==> config.mk <==
export PLATFORM = sky130hd
export DESIGN_NAME = arm_mul_unit
export DESIGN_NICKNAME = d
export VERILOG_FILES = /design/src/rtl/arm_mul_unit.sv
export SDC_FILE = /design/constraint.sdc
export NUM_CORES = 1
export LEC_CHECK = 0
export CAP_MARGIN = 20
export CORE_ASPECT_RATIO = 0.6
export CORE_MARGIN = 1.5
export CORE_UTILIZATION = 40
export CTS_CLUSTER_SIZE = 24
export DETAILED_ROUTE_END_ITERATION = 7
export DONT_BUFFER_PORTS = 1
export GPL_ROUTABILITY_DRIVEN = 0
export PLACE_DENSITY_LB_ADDON = 0.2
export SLEW_MARGIN = 20
export SYNTH_ARGS = -nofsm -noshare
export SYNTH_HDL_FRONTEND = slang
export SYNTH_SLANG_ARGS = --single-unit
==> constraint.sdc <==
create_clock -name clk -period 13.2 [get_ports clk]
set_clock_uncertainty 0.2 [all_clocks]
set_input_delay 1.98 -clock clk [delete_from_list [all_inputs] [get_ports clk]]
set_output_delay 1.98 -clock clk [all_outputs]
set_load 0.02 [all_outputs]
==> src/rtl/arm_mul_unit.sv <==
// Iterative multiply unit for MUL, MLA, UMULL and SMULL. It retires BITS_PER_CYCLE
// multiplier bits per RUN cycle, applies the sign/accumulate fix-up in FIX and pulses done.
module arm_mul_unit #(
  parameter int WIDTH          = 32,
  parameter int BITS_PER_CYCLE = 2,
  parameter bit EARLY_TERM     = 1'b1
) (
  input  logic               clk,
  input  logic               rst,
  input  logic               start,
  input  logic               flush,
  input  logic [1:0]         op,
  input  logic               set_flags,
  input  logic [WIDTH-1:0]   op_a,
  input  logic [WIDTH-1:0]   op_b,
  input  logic [WIDTH-1:0]   acc,
  input  logic [3:0]         nzcv_in,
  output logic               busy,
  output logic               done,
  output logic [WIDTH-1:0]   result_lo,
  output logic [WIDTH-1:0]   result_hi,
  output logic [3:0]         nzcv_out,
  output logic               nzcv_we
);

  localparam int STEPS = WIDTH / BITS_PER_CYCLE;
  localparam int CW    = $clog2(STEPS + 1);

  typedef enum logic [1:0] {S_IDLE, S_RUN, S_FIX, S_DONE} state_e;
  typedef enum logic [1:0] {OP_MUL, OP_MLA, OP_UMULL, OP_SMULL} op_e;

  state_e               state_q, state_d;
  op_e                  op_q;
  logic                 sf_q, sign_q;
  logic [1:0]           cv_q;
  logic [WIDTH-1:0]     acc_q, mplier_q;
  logic [2*WIDTH-1:0]   mcand_q, prod_q;
  logic [CW-1:0]        cnt_q;
  logic [WIDTH-1:0]     lo_q, hi_q;
  logic [3:0]           nzcv_q;

  logic                 accept, commit, last_run;
  logic [WIDTH-1:0]     abs_a, abs_b, mplier_nx;
  logic [2*WIDTH-1:0]   pp, fix_p;
  logic [WIDTH-1:0]     fix_lo, fix_hi;
  logic                 fix_n, fix_z;

  // N and Z are computed from the result; only C and V come from the caller.
  logic unused_flags;
  assign unused_flags = ^nzcv_in[3:2];

  // NOTE: every signal driven here gets a default first, so no path leaves it
  // unassigned and no latch is inferred.
  always_comb begin
    abs_a = op_a;
    abs_b = op_b;
    if (op_e'(op) == OP_SMULL) begin
      if (op_a[WIDTH-1]) abs_a = -op_a;
      if (op_b[WIDTH-1]) abs_b = -op_b;
    end
  end

  // Partial product of the multiplicand with the low multiplier digit.
  always_comb begin
    pp = '0;
    for (int i = 0; i < BITS_PER_CYCLE; i++) begin
      if (mplier_q[i]) pp = pp + (mcand_q << i);
    end
  end

  assign mplier_nx = mplier_q >> BITS_PER_CYCLE;
  assign last_run  = (cnt_q == CW'(STEPS - 1)) || (EARLY_TERM && (mplier_nx == '0));

  always_comb begin
    fix_p = prod_q;
    if (op_q == OP_SMULL && sign_q) fix_p = -prod_q;
    if (op_q == OP_MLA) fix_p[WIDTH-1:0] = prod_q[WIDTH-1:0] + acc_q;
    fix_lo = fix_p[WIDTH-1:0];
    fix_hi = op_q[1] ? fix_p[2*WIDTH-1:WIDTH] : '0;
    fix_n  = op_q[1] ? fix_hi[WIDTH-1] : fix_lo[WIDTH-1];
    fix_z  = op_q[1] ? ({fix_hi, fix_lo} == '0) : (fix_lo == '0);
  end

  // Flush wins over start in IDLE/DONE and aborts RUN/FIX without a done.
  always_comb begin
    state_d = state_q;
    accept  = 1'b0;
    commit  = 1'b0;
    unique case (state_q)
      S_IDLE, S_DONE: begin
        state_d = S_IDLE;
        if (!flush && start) begin
          accept  = 1'b1;
          state_d = S_RUN;
        end
      end
      S_RUN: begin
        if (flush)         state_d = S_IDLE;
        else if (last_run) state_d = S_FIX;
      end
      S_FIX: begin
        if (flush) state_d = S_IDLE;
        else begin
          commit  = 1'b1;
          state_d = S_DONE;
        end
      end
      default: state_d = S_IDLE;
    endcase
  end

  // NOTE: state registers use non-blocking assignments so every flop samples
  // the pre-edge values regardless of statement order.
  always_ff @(posedge clk or posedge rst) begin
    if (rst) begin
      state_q  <= S_IDLE;
      op_q     <= OP_MUL;
      sf_q     <= 1'b0;
      sign_q   <= 1'b0;
      cv_q     <= '0;
      acc_q    <= '0;
      mplier_q <= '0;
      mcand_q  <= '0;
      prod_q   <= '0;
      cnt_q    <= '0;
      lo_q     <= '0;
      hi_q     <= '0;
      nzcv_q   <= '0;
    end else begin
      state_q <= state_d;
      if (accept) begin
        op_q     <= op_e'(op);
        sf_q     <= set_flags;
        sign_q   <= (op_e'(op) == OP_SMULL) && (op_a[WIDTH-1] ^ op_b[WIDTH-1]);
        cv_q     <= nzcv_in[1:0];
        acc_q    <= acc;
        mcand_q  <= {{WIDTH{1'b0}}, abs_a};
        mplier_q <= abs_b;
        prod_q   <= '0;
        cnt_q    <= '0;
      end else if (state_q == S_RUN) begin
        prod_q   <= prod_q + pp;
        mcand_q  <= mcand_q << BITS_PER_CYCLE;
        mplier_q <= mplier_nx;
        cnt_q    <= cnt_q + CW'(1);
      end
      if (commit) begin
        lo_q   <= fix_lo;
        hi_q   <= fix_hi;
        nzcv_q <= {fix_n, fix_z, cv_q};
      end
    end
  end

  assign busy      = (state_q == S_RUN) || (state_q == S_FIX);
  assign done      = (state_q == S_DONE);
  assign nzcv_we   = done && sf_q;
  assign result_lo = lo_q;
  assign result_hi = hi_q;
  assign nzcv_out  = nzcv_q;

endmodule
==> results of run 1 <==
worst max-delay path by stage:
stage | cells past startpoint | from | slack, ns | endpoint
6_report | 27 | mplier_q[0]$_DFFE_PP0P_ | 4.71 | prod_q[62]$_DFFE_PP0P_
5_1_grt | 28 | mplier_q[0]$_DFFE_PP0P_ | 4.12 | prod_q[61]$_DFFE_PP0P_
4_1_cts | 27 | mplier_q[0]$_DFFE_PP0P_ | 4.91 | prod_q[62]$_DFFE_PP0P_
3_5_place_dp | 27 | mplier_q[0]$_DFFE_PP0P_ | 4.93 | prod_q[62]$_DFFE_PP0P_
3_3_place_gp | 27 | mplier_q[0]$_DFFE_PP0P_ | 5.13 | prod_q[62]$_DFFE_PP0P_
2_1_floorplan | 1 | rst | 3.50 | acc_q[0]$_DFFE_PP0P_
final cells by class:
| cell class | count | share of cell area (%) |
|---|---|---|
| multi-input cells | 2617 | 64.7 |
| well taps | 828 | 3.96 |
| flip-flops and latches | 273 | 26.1 |
| clock inverters | 12 | 0.378 |
| repair buffers | 17 | 0.502 |
| inverters | 75 | 1.11 |
| clock buffers | 38 | 3.17 |
metrics by stage:
step	util (%)	power, uW	instance area [um^2]	setup WS, ns
floorplan	-	3110	24700	3.50
global placement	41.4	3680	25200	5.13
detailed placement	41.4	3750	25200	4.93
CTS	42.9	4590	26100	4.91
global route	42.9	4950	26200	4.12
finish	42.9	4620	26200	4.71
metal layers:
layer | up-vias | global-route usage (%) | wire length, um
li1 | 11000 | - | -
met1 | 11200 | 36.7 | 37900
met2 | 864 | 33.8 | 31700
met3 | 82 | 4.45 | 6030
met4 | 0 | 4.26 | 1340
met5 | - | 0 | 0
kinds of logic after synthesis:
kind of cell,Yosys count
multiplexers,172
XOR/XNOR,280
AO/OA/AOI/OAI,869
buffers and inverters,253
adder cells (fa/ha/maj),146
flip-flops,273
AND/OR/NAND/NOR,1150
synthesized netlist by cell type (all sizes together) (51+ instances only):
| master | count |
|---|---|
| ha | 142 |
| xnor2 | 160 |
| nor3 | 51 |
| dfrtp | 273 |
| a21oi | 178 |
| nand2 | 525 |
| a21o | 79 |
| nor2 | 240 |
| xor2 | 120 |
| mux2i | 139 |
| o21ai | 289 |
| inv | 75 |
| clkbuf | 142 |
critical path, cell delays in order (launching register included):
cell and delay, ns:
dfrtp_4 0.85, nand2_1 0.14, inv_1 0.08, ha_1 0.18
inv_1 0.06, fa_1 0.46, nor2b_1 0.36, a22o_1 0.23
a221o_1 0.15, a21oi_1 0.06, o22ai_1 0.30, a22o_1 0.24
a22oi_1 0.18, o311ai_0 0.88, xor2_1 0.19, nand2_1 0.08
xor2_1 0.26, ha_1 0.33, a21o_1 0.19, a211oi_1 0.52
nand3_1 0.14, a211oi_1 0.40, nor2_1 0.18, a31oi_1 0.55
o211ai_1 0.38, a311oi_1 0.47, xor2_1 0.18, o21ai_0 0.09
cell usage in the layout, fill, tap and decap left out, types with 8 or more instances in the layout:
| master | synthesis | final |
|---|---|---|
| a22o_1 | 19 | 19 |
| o21ai_0 | 285 | 285 |
| nor2b_1 | 22 | 20 |
| xnor2_1 | 160 | 160 |
| a31oi_1 | 35 | 35 |
| nand2b_1 | 31 | 30 |
| buf_4 | 0 | 16 |
| a21o_1 | 79 | 79 |
| inv_1 | 74 | 73 |
| xor2_1 | 120 | 120 |
| clkbuf_16 | 0 | 29 |
| or2_2 | 12 | 12 |
| and3_1 | 20 | 20 |
| mux2_2 | 33 | 33 |
| ha_1 | 142 | 141 |
| nand3_1 | 44 | 44 |
| or4_1 | 26 | 26 |
| o22ai_1 | 24 | 24 |
| nor4_1 | 30 | 29 |
| o31ai_1 | 44 | 44 |
| o211ai_1 | 19 | 19 |
| a311oi_1 | 8 | 8 |
| nor3_1 | 49 | 49 |
| or3_1 | 24 | 24 |
| a21oi_1 | 178 | 178 |
| mux2i_1 | 139 | 139 |
| a22oi_1 | 21 | 21 |
| nor2_1 | 240 | 240 |
| nand2_1 | 525 | 525 |
| nand3b_1 | 9 | 9 |
| and2_1 | 40 | 40 |
| nand4_1 | 34 | 34 |
| nor3b_1 | 11 | 10 |
| o32ai_1 | 9 | 9 |
| o21a_1 | 14 | 14 |
| o21bai_1 | 21 | 21 |
| dfrtp_1 | 273 | 271 |
| a211oi_1 | 17 | 17 |
| o41ai_1 | 13 | 13 |
power breakdown:
group          switching, uW  internal (uW)  total [uW]
clock network            372            459         831
logic                   1400            904        2300
registers                467           1020        1490
total                   2240           2380        4620
registers in the layout (all words and copies together), names as in the netlist:
signal / cells
sign_q: 1
mplier_q: 32
mcand_q: 64
nzcv_out: 4
prod_q: 64
cnt_q: 5
state_q: 2
cv_q: 2
acc_q: 32
result_hi: 32
sf_q: 1
op_q: 2
result_lo: 32
==> impl_results.md, run 1 <==
* Status: finished clean
* Worst IR Drop VDD at 0.000120 V
* Largest family of logic cells by synthesized area: compound AO/OA/AOI/OAI gates
* Non-filler cells, final at 3,860
* # fillers at 6,128
* Total grt overflow at 0
* DRT iter0 DRCs at 2,330
* Synth top area cells: dfrtp_1 (28%), nand2_1 (8.0%), ha_1 (7.2%)
* Post-layout nets at 3,265
* Post-route minimum period at 8.49 ns
* Hold Crit Depth at 2
* #FFs+latches synth at 273
* Hold-fix buffers, CTS at 0
* Initial Util at 40.5%
* Largest net degree at the start of global routing at 126
* Multiplexer share of the synthesized area at 7.14%
* Unique masters post-synth at 83
* Die Wd at 324 um
* Slew headroom at 24.7%
* IO buf count at 0
* Core area at 0.0610 mm^2
* Post-Syn Nets at 3,395
* Max Clock Freq at 118 MHz
* WHS Endpoint: nzcv_out[1]$_DFFE_PP0P_
* Syn_area_per_cell at 7.85 um^2
* Post CTS Setup Buffer Count at 0
* Placed cells at 3,810
* CTS tree: built
* Post-CTS sizing at 0
* Multi-input logic area at 0.0169 mm^2
* Period utilization at 64.3%
* Crit Reg-Reg Startpoint: mplier_q[0]$_DFFE_PP0P_
* Die area at 0.0633 mm^2
* CP Launch Type: flop
* Post-Synth Adder-Cell Area at 7.48%
* Largest fanout on the critical path at 73
* LEAKAGE at 0.0115 uW
* Vias in the first global route at 21,400
* Register area at 0.00684 mm^2
* Syn Inst Count at 3,143
* Tightest Pin Transition at 1.11 ns
* Routed vias at 23,100
* Post-synth ARST share at 100%
* Layout area overhead at 5.96%
* Synth Flop Type: dfrtp_1
* Antenna-violating nets left at 0
* # diodes at 0
* Netlist Area Pre-Place at 0.0247 mm^2
* Clock Root Buffer: clkbuf_16
* Largest area contributor in the netlist: dfrtp_1
* Clk buf depth at 3
* Setup TNS at 0 ns
* DR pass1 iterations at 6
* Drt via density at 5.99
* Synth warnings at 0
* Rows at 70
* Post-synth top area share at 27.7%
* Worst skew pair latency at 0.59 ns
* RSZ-0062 raised after global routing: no
* WP data required at 13.45 ns
* Avg WL per Cell at 19.9 um
* MaxCap Viol Count at 0
* CP endpoint kind: flop
* Layout cells sized above 1 at 4.58%
* Compound-Gate Fraction of Synth Area at 22.2%
* IO Pins at 178
* Worst reg2reg path depth at 27
* Slew Viols, Final at 0
* Min-delay src: cv_q[1]$_DFFE_PP0P_
* Post-Synth XOR/XNOR Area at 9.93%
* Num CTS Buffers at 29
* Residual DRC count at 0
* Hold WS at 0.271 ns
* Final WL at 76.9 mm
* Hold Vio Cnt, Final at 0
* Number of synthesized flops with an enable pin at 0
* Seq/Total Area, Yosys at 27.7%
* Final HPWL DP at 58.4 mm
* CTS sink cnt at 273
* Finish-stage setup viols at 0
* Hold Crit Class: flop to flop
* Clock slew at reported path FFs at 0.07 ns
* Global-route wire length before repair at 121 mm
* Simple-gate area share of the yosys netlist at 21.7%
* Critical Path AT at 8.74 ns
* R2r setup slk at 4.71 ns
* Gr usage total at 23.7%
* H-tree depth reported by CTS at 1
* Height of the die at 195 um
* Pwr per Cell Area at 177 mW/mm^2
* Worst reg2reg path endpoint: prod_q[62]$_DFFE_PP0P_
* Initial antenna violation count at 3
* Critical setup path kind: flop to flop
Power figures use the tool's default switching activity.
==> run 2, diff against run 1 <==
Clock period 13.2 ns to 8.7 ns, I/O delays scaled along.
==> run 2 against run 1 <==
  * Die area is the same
  * Largest cell class unchanged
  * Largest power group unchanged
  * Design area grew 0.56%
  * Count of clock-buffer cells in the layout grew 4
  * Hold slack gained 0.0012 ns
  * Non-clock buffer count grew 7
  * Flip-flop and latch count is the same
  * Power grew 54%
  * Combinational power grew 54%
==> impl_results.md, run 2 (synthesis gave the netlist of run 1 again) <==
* Status: finished clean
* Residual DRC count at 0 (unchanged)
* CP Launch Type: flop
* Largest net degree at the start of global routing at 173 (+37%)
* Commonest cells after routing, fill and taps aside: nand2_1 (525), o21ai_0 (285), dfrtp_1 (271)
* Post-CTS sizing at 0 (unchanged)
* Total grt overflow at 0 (unchanged)
* Rows at 70 (unchanged)
* CP most frequent cell: a21o_1
* Most common cell after layout, fill and taps aside: nand2_1
* LEAKAGE at 0.0116 uW (+0.48%)
* Clk buf depth at 3 (unchanged)
* CP endpoint kind: flop
* H-tree depth reported by CTS at 1 (unchanged)
* Num CTS Buffers at 30 (+3.4%)
* Slew Viols, Final at 0 (unchanged)
* Worst IR Drop VDD at 0.000180 V (+50%)
* Slowest-stage cell, CP: dfrtp_1
* Final HPWL DP at 58.9 mm (+0.83%)
* Final WL at 77.4 mm (+0.65%)
* RSZ-0062 raised after global routing: no
* DR pass1 iterations at 5 (-1)
* CP endpoint: prod_q[63]$_DFFE_PP0P_
* Max Clock Freq at 135 MHz (+14%)
* Period utilization at 85.3% (+21 points)
* Worst reg2reg path endpoint: prod_q[63]$_DFFE_PP0P_
* Critical setup path kind: flop to flop
* Critical Path AT at 7.74 ns (-1.00 ns)
* Worst reg2reg path depth at 27 (unchanged)
* Gr usage total at 23.9% (+0.21 points)
* Avg WL per Cell at 20.0 um (+0.31%)
* Tightest Pin Transition at 1.11 ns (-0.00278 ns)
* Die area at 0.0633 mm^2 (unchanged)
* IO Pins at 178 (unchanged)
* Post-layout nets at 3,273 (+0.25%)
* Dpl cell area at 0.0253 mm^2 (+0.30%)
* Pwr per Cell Area at 270 mW/mm^2 (+53%)
* Height of the die at 195 um (unchanged)
* Die Wd at 324 um (unchanged)
* # fillers at 6,133 (+0.082%)
* Finish-stage setup viols at 0 (unchanged)
* Core area at 0.0610 mm^2 (unchanged)
* Placed cells at 3,817 (+0.18%)
* Setup TNS at 0 ns (unchanged)
* MaxCap Viol Count at 0 (unchanged)
* Global-route wire length before repair at 122 mm (+1.0%)
* Clock slew at reported path FFs at 0.06 ns (about the same)
* Crit Reg-Reg Startpoint: mcand_q[2]$_DFFE_PP0P_
* Worst path max stage delay at 0.57 ns (-0.31 ns)
* Post CTS Setup Buffer Count at 0 (unchanged)
* Worst skew pair latency at 0.60 ns (about the same)
* DRT iter0 DRCs at 2,209 (-5.2%)
* # diodes at 0 (unchanged)
* Slew headroom at 25.1% (+0.45 points)
* Vias in the first global route at 21,600 (+1.0%)
* Top flop regs: mcand_q (64), prod_q (64)
* Antenna-violating nets left at 0 (unchanged)
* Routed vias at 23,200 (+0.095%)
* Pwr Total at 7100 uW (+54%)
* Hold Crit Class: flop to flop
* Setup Slack @ Placement at 1.38 ns (-3.54 ns)
* CTS sink cnt at 273 (unchanged)
* Hold-fix buffers, CTS at 0 (unchanged)
* Layout area overhead at 6.55%
* Crit path from: mcand_q[2]$_DFFE_PP0P_
* Clock Root Buffer: clkbuf_16
* IO buf count at 0 (unchanged)
* Post-route minimum period at 7.42 ns (-1.06 ns)
* WP data required at 9.02 ns (-4.43 ns)
* Hold Vio Cnt, Final at 0 (unchanged)
* R2r setup slk at 1.28 ns (-3.44 ns)
* Initial Util at 40.5% (unchanged)
* Layout cells sized above 1 at 4.86% (+0.28 points)
* Drt via density at 5.98 (-0.24%)
* Final non-filler cell area at 0.0263 mm^2 (+0.56%)
* Final WS setup at 1.28 ns (-3.44 ns)
* Non-filler cells, final at 3,873 (+0.34%)
* Min-delay src: cv_q[0]$_DFFE_PP0P_
* CTS tree: built
* Largest fanout on the critical path at 11 (-85%)
* Initial antenna violation count at 2 (-1)
[run 2: cell types whose count changed in the layout (fill, tap and decap cells not counted), sizes merged]
cell and delta:
buf +7, bufinv +1, inv -1, clkinvlp +4, clkinv -2, clkbuf +4
[run 2: area by class of cell]
type / count / area (um^2) / area share [%]
repair buffers: 24 / 205 / 0.780
clock inverters: 14 / 141 / 0.538
clock buffers: 42 / 857 / 3.26
multi-input cells: 2617 / 16900 / 64.4
well taps: 828 / 1040 / 3.94
inverters: 75 / 285 / 1.08
flip-flops and latches: 273 / 6840 / 26.0
[run 2: metal layers]
| layer | vias up | track usage [%] | wire length [um] |
|---|---|---|---|
| met1 | 11200 | 37.0 | 38300 |
| met2 | 778 | 34.4 | 32000 |
| li1 | 11100 | - | - |
| met3 | 84 | 4.41 | 5780 |
| met4 | 2 | 4.00 | 1280 |
| met5 | - | 0 | 13 |
[run 2: worst min-delay path by stage]
| stage | endpoint | slack [ns] | depth (start not counted) |
|---|---|---|---|
| after floorplan | sf_q$_DFFE_PP0P_ | 0.24 | 2 |
| after global placement | nzcv_out[1]$_DFFE_PP0P_ | 0.25 | 2 |
| after detailed placement | nzcv_out[0]$_DFFE_PP0P_ | 0.26 | 2 |
| after CTS | nzcv_out[0]$_DFFE_PP0P_ | 0.27 | 2 |
| after global routing | nzcv_out[0]$_DFFE_PP0P_ | 0.31 | 2 |
| final | nzcv_out[0]$_DFFE_PP0P_ | 0.27 | 2 |
[run 2: critical path, delay by kind of cell (launching register included)]
family | cells | cell delay, ns
xor+xnor | 2 | 0.23
compound gates | 15 | 3.74
mux | 3 | 0.73
buf+inv | 1 | 0.20
simple gates | 4 | 0.84
fa+ha+maj | 2 | 0.86
flops | 1 | 0.57
[run 2: metrics by stage]
step                utilization [%]  hold WS [ns]
floorplan                         -         0.238
global placement               41.5         0.247
detailed placement             41.5         0.256
CTS                            43.1         0.273
global route                   43.1         0.305
finish                         43.1         0.272
[run 2: power by group]
group          internal [uW]  switching, uW  total [uW]  leakage, uW
logic                   1380           2170        3550      0.00755
clock network            747            566        1310     0.000469
registers               1550            682        2230      0.00359
total                   3680           3420        7100       0.0116
